## config.mk

```make
export PLATFORM = sky130hd
export DESIGN_NAME = estacao_reserva_r
export DESIGN_NICKNAME = d
export VERILOG_FILES = /design/src/rtl/estacao_reserva_r_pkg.sv /design/src/rtl/estacao_reserva_r_unidade_funcional_R.sv /design/src/rtl/estacao_reserva_r.sv
export SDC_FILE = /design/constraint.sdc
export NUM_CORES = 1
export LEC_CHECK = 0
export ABC_CLOCK_PERIOD_IN_PS = 5800
export CAP_MARGIN = 20
export CORE_ASPECT_RATIO = 1.2
export CORE_MARGIN = 5
export CORE_UTILIZATION = 55
export DETAILED_ROUTE_END_ITERATION = 7
export GPL_TIMING_DRIVEN = 1
export PLACE_DENSITY = 0.79
export SLEW_MARGIN = 20
export SYNTH_ARGS = -nofsm -noshare
export SYNTH_HDL_FRONTEND = slang
export SYNTH_HIERARCHICAL = 1
export SYNTH_SLANG_ARGS = --single-unit
```

## constraint.sdc

```tcl
create_clock -name Clock -period 5.8 [get_ports Clock]
set_input_delay 0.58 -clock Clock [delete_from_list [all_inputs] [get_ports Clock]]
set_output_delay 0.58 -clock Clock [all_outputs]
set_load 0.05 [all_outputs]
```

## src/rtl/estacao_reserva_r_pkg.sv

```systemverilog
// estacao_reserva_r_pkg: shared ALU opcodes, tag defaults and the reserved "value present" tag
// Used by the issue unit, the CDB arbiter and the reservation station.
package estacao_reserva_r_pkg;
  localparam int NUM_ENT_DEF = 2;
  localparam int TAG_W_DEF   = 3;
  localparam int DATA_W      = 16;
  localparam int TAG_NONE    = 0;
  typedef enum logic [2:0] {
    ULA_ADD = 3'b000,
    ULA_SUB = 3'b001,
    ULA_SLT = 3'b010,
    ULA_CMP = 3'b011,
    ULA_BP4 = 3'b100,
    ULA_BM4 = 3'b101,
    ULA_R6  = 3'b110,
    ULA_R7  = 3'b111
  } ulaop_e;
endpackage

```

## src/rtl/estacao_reserva_r_unidade_funcional_R.sv

```systemverilog
// unidade_funcional_R: combinational 16-bit R-type functional unit
// Ports: a, b operands; op ALU opcode; y result (slt unsigned, cmp = equality, codes 110/111 give 0).
module unidade_funcional_R
  import estacao_reserva_r_pkg::*;
(
  input  logic [DATA_W-1:0] a,
  input  logic [DATA_W-1:0] b,
  input  ulaop_e            op,
  output logic [DATA_W-1:0] y
);
  assign y = op == ULA_ADD ? a + b :
             op == ULA_SUB ? a - b :
             op == ULA_SLT ? {{(DATA_W-1){1'b0}}, a < b} :
             op == ULA_CMP ? {{(DATA_W-1){1'b0}}, a == b} :
             op == ULA_BP4 ? b + DATA_W'(4) :
             op == ULA_BM4 ? b - DATA_W'(4) : '0;
endmodule

```

## src/rtl/estacao_reserva_r.sv

```systemverilog
// estacao_reserva_r: R-type reservation station with CDB snooping and a one-deep result register
// Ports: Clock/Reset (async, active-high); issue_* issue handshake and operands; cdb_* result
// broadcast snooped by waiting entries; res_valid/res_tag/res_data held result, res_grant accepts it.
module estacao_reserva_r
  import estacao_reserva_r_pkg::*;
#(
  parameter int NUM_ENT = NUM_ENT_DEF,
  parameter int TAG_W   = TAG_W_DEF
) (
  input  logic              Clock,
  input  logic              Reset,
  input  logic              issue_valid,
  output logic              issue_ready,
  input  logic [2:0]        issue_op,
  input  logic [DATA_W-1:0] issue_vj,
  input  logic [DATA_W-1:0] issue_vk,
  input  logic [TAG_W-1:0]  issue_qj,
  input  logic [TAG_W-1:0]  issue_qk,
  input  logic [TAG_W-1:0]  issue_tag,
  input  logic              cdb_valid,
  input  logic [TAG_W-1:0]  cdb_tag,
  input  logic [DATA_W-1:0] cdb_data,
  output logic              res_valid,
  output logic [TAG_W-1:0]  res_tag,
  output logic [DATA_W-1:0] res_data,
  input  logic              res_grant
);
  localparam int IW = NUM_ENT > 1 ? $clog2(NUM_ENT) : 1;
  localparam logic [TAG_W-1:0] TN = TAG_W'(TAG_NONE);
  logic [NUM_ENT-1:0] busy_q, busy_d, rdy;
  logic [2:0]         op_q [NUM_ENT], op_d [NUM_ENT];
  logic [DATA_W-1:0]  vj_q [NUM_ENT], vj_d [NUM_ENT], vk_q [NUM_ENT], vk_d [NUM_ENT];
  logic [TAG_W-1:0]   qj_q [NUM_ENT], qj_d [NUM_ENT], qk_q [NUM_ENT], qk_d [NUM_ENT];
  logic [TAG_W-1:0]   tag_q [NUM_ENT], tag_d [NUM_ENT];
  logic               res_valid_q, res_valid_d;
  logic [TAG_W-1:0]   res_tag_q, res_tag_d;
  logic [DATA_W-1:0]  res_data_q, res_data_d;
  logic [IW-1:0]      free_idx, disp_idx;
  logic               issue_fire, disp, fwd_j, fwd_k, cdb_hit;
  logic [DATA_W-1:0]  fu_a, fu_b, fu_y;
  logic [2:0]         fu_op;
  assign issue_ready = ~&busy_q;
  assign issue_fire  = issue_valid & issue_ready;
  assign cdb_hit     = cdb_valid & (cdb_tag != TN);
  assign fwd_j       = cdb_hit & (issue_qj == cdb_tag);
  assign fwd_k       = cdb_hit & (issue_qk == cdb_tag);
  // Scan from the top down so the lowest-index candidate is the last (winning) assignment.
  always_comb begin
    rdy      = '0;
    free_idx = '0;
    disp_idx = '0;
    for (int i = NUM_ENT - 1; i >= 0; i--) begin
      rdy[i]   = busy_q[i] & (qj_q[i] == TN) & (qk_q[i] == TN);
      free_idx = busy_q[i] ? free_idx : IW'(i);
      disp_idx = rdy[i] ? IW'(i) : disp_idx;
    end
  end
  assign disp  = (~res_valid_q | res_grant) & |rdy;
  assign fu_a  = disp ? vj_q[disp_idx] : '0;
  assign fu_b  = disp ? vk_q[disp_idx] : '0;
  assign fu_op = disp ? op_q[disp_idx] : '0;
  unidade_funcional_R u_fu (
    .a  (fu_a),
    .b  (fu_b),
    .op (ulaop_e'(fu_op)),
    .y  (fu_y)
  );
  // The issued entry is always a free one and the dispatched one always busy, so they never collide.
  always_comb begin
    busy_d = busy_q;
    op_d   = op_q;
    vj_d   = vj_q;
    vk_d   = vk_q;
    qj_d   = qj_q;
    qk_d   = qk_q;
    tag_d  = tag_q;
    for (int i = 0; i < NUM_ENT; i++) begin
      if (cdb_hit && busy_q[i] && qj_q[i] == cdb_tag) begin
        vj_d[i] = cdb_data;
        qj_d[i] = TN;
      end
      if (cdb_hit && busy_q[i] && qk_q[i] == cdb_tag) begin
        vk_d[i] = cdb_data;
        qk_d[i] = TN;
      end
      if (disp && disp_idx == IW'(i)) busy_d[i] = 1'b0;
      if (issue_fire && free_idx == IW'(i)) begin
        busy_d[i] = 1'b1;
        op_d[i]   = issue_op;
        tag_d[i]  = issue_tag;
        vj_d[i]   = fwd_j ? cdb_data : issue_vj;
        vk_d[i]   = fwd_k ? cdb_data : issue_vk;
        qj_d[i]   = fwd_j ? TN : issue_qj;
        qk_d[i]   = fwd_k ? TN : issue_qk;
      end
    end
  end
  always_comb begin
    res_valid_d = disp | (res_valid_q & ~res_grant);
    res_tag_d   = disp ? tag_q[disp_idx] : res_valid_d ? res_tag_q : '0;
    res_data_d  = disp ? (fu_op[2:1] == 2'b11 ? '0 : fu_y) : res_valid_d ? res_data_q : '0;
  end
  always_ff @(posedge Clock or posedge Reset) begin
    if (Reset) begin
      busy_q      <= '0;
      res_valid_q <= 1'b0;
      res_tag_q   <= '0;
      res_data_q  <= '0;
      for (int i = 0; i < NUM_ENT; i++) begin
        op_q[i]  <= '0;
        vj_q[i]  <= '0;
        vk_q[i]  <= '0;
        qj_q[i]  <= '0;
        qk_q[i]  <= '0;
        tag_q[i] <= '0;
      end
    end else begin
      busy_q      <= busy_d;
      op_q        <= op_d;
      vj_q        <= vj_d;
      vk_q        <= vk_d;
      qj_q        <= qj_d;
      qk_q        <= qk_d;
      tag_q       <= tag_d;
      res_valid_q <= res_valid_d;
      res_tag_q   <= res_tag_d;
      res_data_q  <= res_data_d;
    end
  end
  assign res_valid = res_valid_q;
  assign res_tag   = res_tag_q;
  assign res_data  = res_data_q;
endmodule

```

==> qor.csv <==
metric,value,unit
dp_worst_setup_slack,748,ps
track_usage,28.6,%
cts_sinks,110,
synthFlopType,dfrtp_1,
swShare,47.7,%
antenna_found_initial,0,
synth_fp_nets,892,
postSynthAreaPerCell,8.99,um^2
slew_headroom,29.8,%
drt_iter0_drc,601,
seq_power_share,25.5,%
endpoint_kind,flip-flop,
worst_clock_skew,9.65,ps
hold_violations,0,
p_switching,0.00258,W
ys_warn_count,6,
ys_seq_area_share,38.8,%
cp_max_fo,19,
gp_congestion,0.959,
p_int,0.00283,W
grt_pass1_vias,6733,
numCtsBuffers,9,
core_area,12700,um^2
drc_errors,0,
period_share,84.0,%
detail_route.wl_per_cell,21.3,um
fin_crit,4870,ps
rsz0062_at_grt,no,
slowest_delay,680,ps
fmax,205,MHz
finalWorstSetupSlack,929,ps
portBuffers,88,
startpoint_type,flip-flop,
num-nets-final,956,
start_util,56.0,%
diodes,0,
cts_tree,yes,
crit_arrival,5120,ps
ir_drop,0.314,mV
rows,45,
syn_inst,789,
power_frac_clock,13.8,%
ant_nets,0,
tightest_slew,1050,ps
dieArea,15300,um^2
power_density,643,nW/um^2
post_cts_buffers,0,
grt_max_degree,74,
clk_pin_slew,70,ps
dp_hpwl,15800,um
die_x,114,um
crit_chain,nor4_2 > and3b_1 > a22o_1 > inv_1 > ha_1 > a21oi_1 > o21ai_1 > a2111oi_2 > nor2_1 > a21o_1 > a311oi_1 > nor4_1 > a211o_1 > a22o_1,
cts-resized-gates,0,
p_leak,3.58,nW
grt-ovfl-total,0,
hold_slack,497,ps
async_reset_ff_share,100,%
drt-vias-per-instance,6.65,
vias,6796,
critPathKind,reg2reg,
cts-root-buf,clkbuf_16,
cpMaxStageDelayCell,and3b_1,
min-delay-path-class,reg2reg,
grt_pass1_wl,34800,um
dieHeight,134,um
synth_area,7090,um^2
num_io_pins,89,
cap_violations,0,
cts_max_level,3,
area_growth,18.8,%
status,"finished, final reports clean",
cts_hold_buf,0,
timing.setup.tns,0,ps
firstDrtPassIters,5,
drive_gt1_share,6.29,%
drt-total-wl,21800,um
ys_seq_elements,110,
synth_edf_count,0,
slew_viol_final,0,
cp_data_required_time,6050,ps
pwr-share-comb,60.7,%
crit_top_cell,a22o_1,
insertion_delay,360,ps
clock_path_buffers,2,
fillers,1046,
finalSetupViolations,0,
yosys.cell_types.count,70,
metrics by stage:
stage / cells / util [%] / power, W / instance area, um^2
5_1_grt: 1022 / 66.5 / 0.00574 / 8420
2_1_floorplan: 789 / - / 0.00373 / 7090
3_5_place_dp: 1006 / 63.7 / 0.00458 / 8070
3_3_place_gp: 1006 / 63.7 / 0.00450 / 8070
4_1_cts: 1022 / 66.5 / 0.00534 / 8420
6_report: 1022 / 66.5 / 0.00541 / 8420
power by group through the flow:
stage,registers [W],clock network [W],logic (W)
floorplan,0.00148,0,0.00226
global placement,0.00136,0,0.00313
detailed placement,0.00138,0,0.00320
CTS,0.00137,0.000752,0.00322
global route,0.00141,0.000784,0.00355
finish,0.00138,0.000745,0.00328
routing by layer:
metal / global-route usage, % / up-vias / wire length (um)
li1: - / 3043 / -
met4: 12.9 / 0 / 638
met3: 5.69 / 56 / 1840
met1: 36.5 / 3322 / 8580
met5: 0 / - / 0
met2: 46.8 / 375 / 10700
sequential cells by signal, indices dropped and copies added, names as in the netlist:
name       flops
vj_q          32
vk_q          32
res_data      16
op_q           6
qj_q           6
qk_q           6
tag_q          6
res_tag        3
busy_q         2
res_valid      1
synthesized netlist by cell type, types with 5 or more instances:
master	n	area, um^2
a211oi_1	13	97.6
a21oi_1	94	470
a22o_1	52	455
a31o_2	5	43.8
and2_1	5	31.3
buf_1	6	22.5
buf_2	14	70.1
clkbuf_1	26	97.6
dfrtp_1	110	2750
ha_1	33	413
inv_1	74	278
mux2_2	8	90.1
nand2_1	46	173
nand2b_1	5	31.3
nand3_1	5	25.0
nand4_1	5	31.3
nor2_1	45	169
nor3_1	12	60.1
o21ai_0	11	55.1
o22ai_1	83	519
o31ai_1	6	45.0
or3_1	5	31.3
xnor2_1	23	201
xor2_1	17	149
cells in the final DEF, fill, tap and decap left out, types with 4 or more instances in the layout:
cell             Yosys  routed
nor4_1               4       4
or4_1                4       4
o211ai_1             4       4
a211oi_1            13      13
or3_1                5       5
a22o_1              52      52
and3_1               4       4
o21ai_0             11      11
nand2b_1             5       5
a31oi_1              4       4
mux2_2               8       8
nand4_1              5       5
o22ai_1             83      83
nand2_1             46      46
nor2_1              45      45
buf_4                1      13
ha_1                33      33
a32oi_1              4       4
xnor2_1             23      23
nor3_1              12      12
a21oi_1             94      94
dfrtp_1            110     110
clkdlybuf4s50_1      0      88
xor2_1              17      17
a31o_2               5       5
o31ai_1              6       6
and2_1               5       5
clkbuf_16            0       9
inv_1               74      73
nand3_1              5       5
critical path, delay by kind of cell (launching register included):
family                     cells  cell delay [ps]
adders and majority gates      1              370
buffers and inverters          1              110
AOI/OAI and AO/OA              8             2360
DFF                            1              410
and+or+nand+nor                4             1510
final timing paths:
path / endpoint / slack (ps) / depth (start not counted) / from
max in group asynchronous: res_data[10] / 3990 / 3 / Reset
hold / removal: tag_q[0] / 500 / 2 / tag_q[0]
setup reg to reg: res_data[14] / 930 / 14 / qj_q[5]
setup / recovery: res_data[14] / 930 / 14 / qj_q[5]
min in group asynchronous: qk_q[4] / 750 / 2 / Reset
hold reg to reg: tag_q[0] / 500 / 2 / tag_q[0]
area by class of cell:
class	count	area, um^2	area share, %
multi-input cells	557	3850	45.7
clock inverters	7	128	1.52
inverters	74	280	3.33
repair buffers	101	978	11.6
well taps	164	205	2.44
flip-flops and latches	110	2750	32.7
clock buffers	9	225	2.67
logic make-up (layout without fill, tap and decap cells):
family          Yosys count  count (layout)  synth area share (%)
fa+ha+maj                35              35                  6.39
flops                   110             110                  38.8
compound gates          315             315                  30.3
mux                      11              11                  1.69
buf+inv                 122             191                  6.86
simple gates            156             156                  11.0
xor+xnor                 40              40                  4.94
No activity file was read; power rests on OpenSTA's default activity.
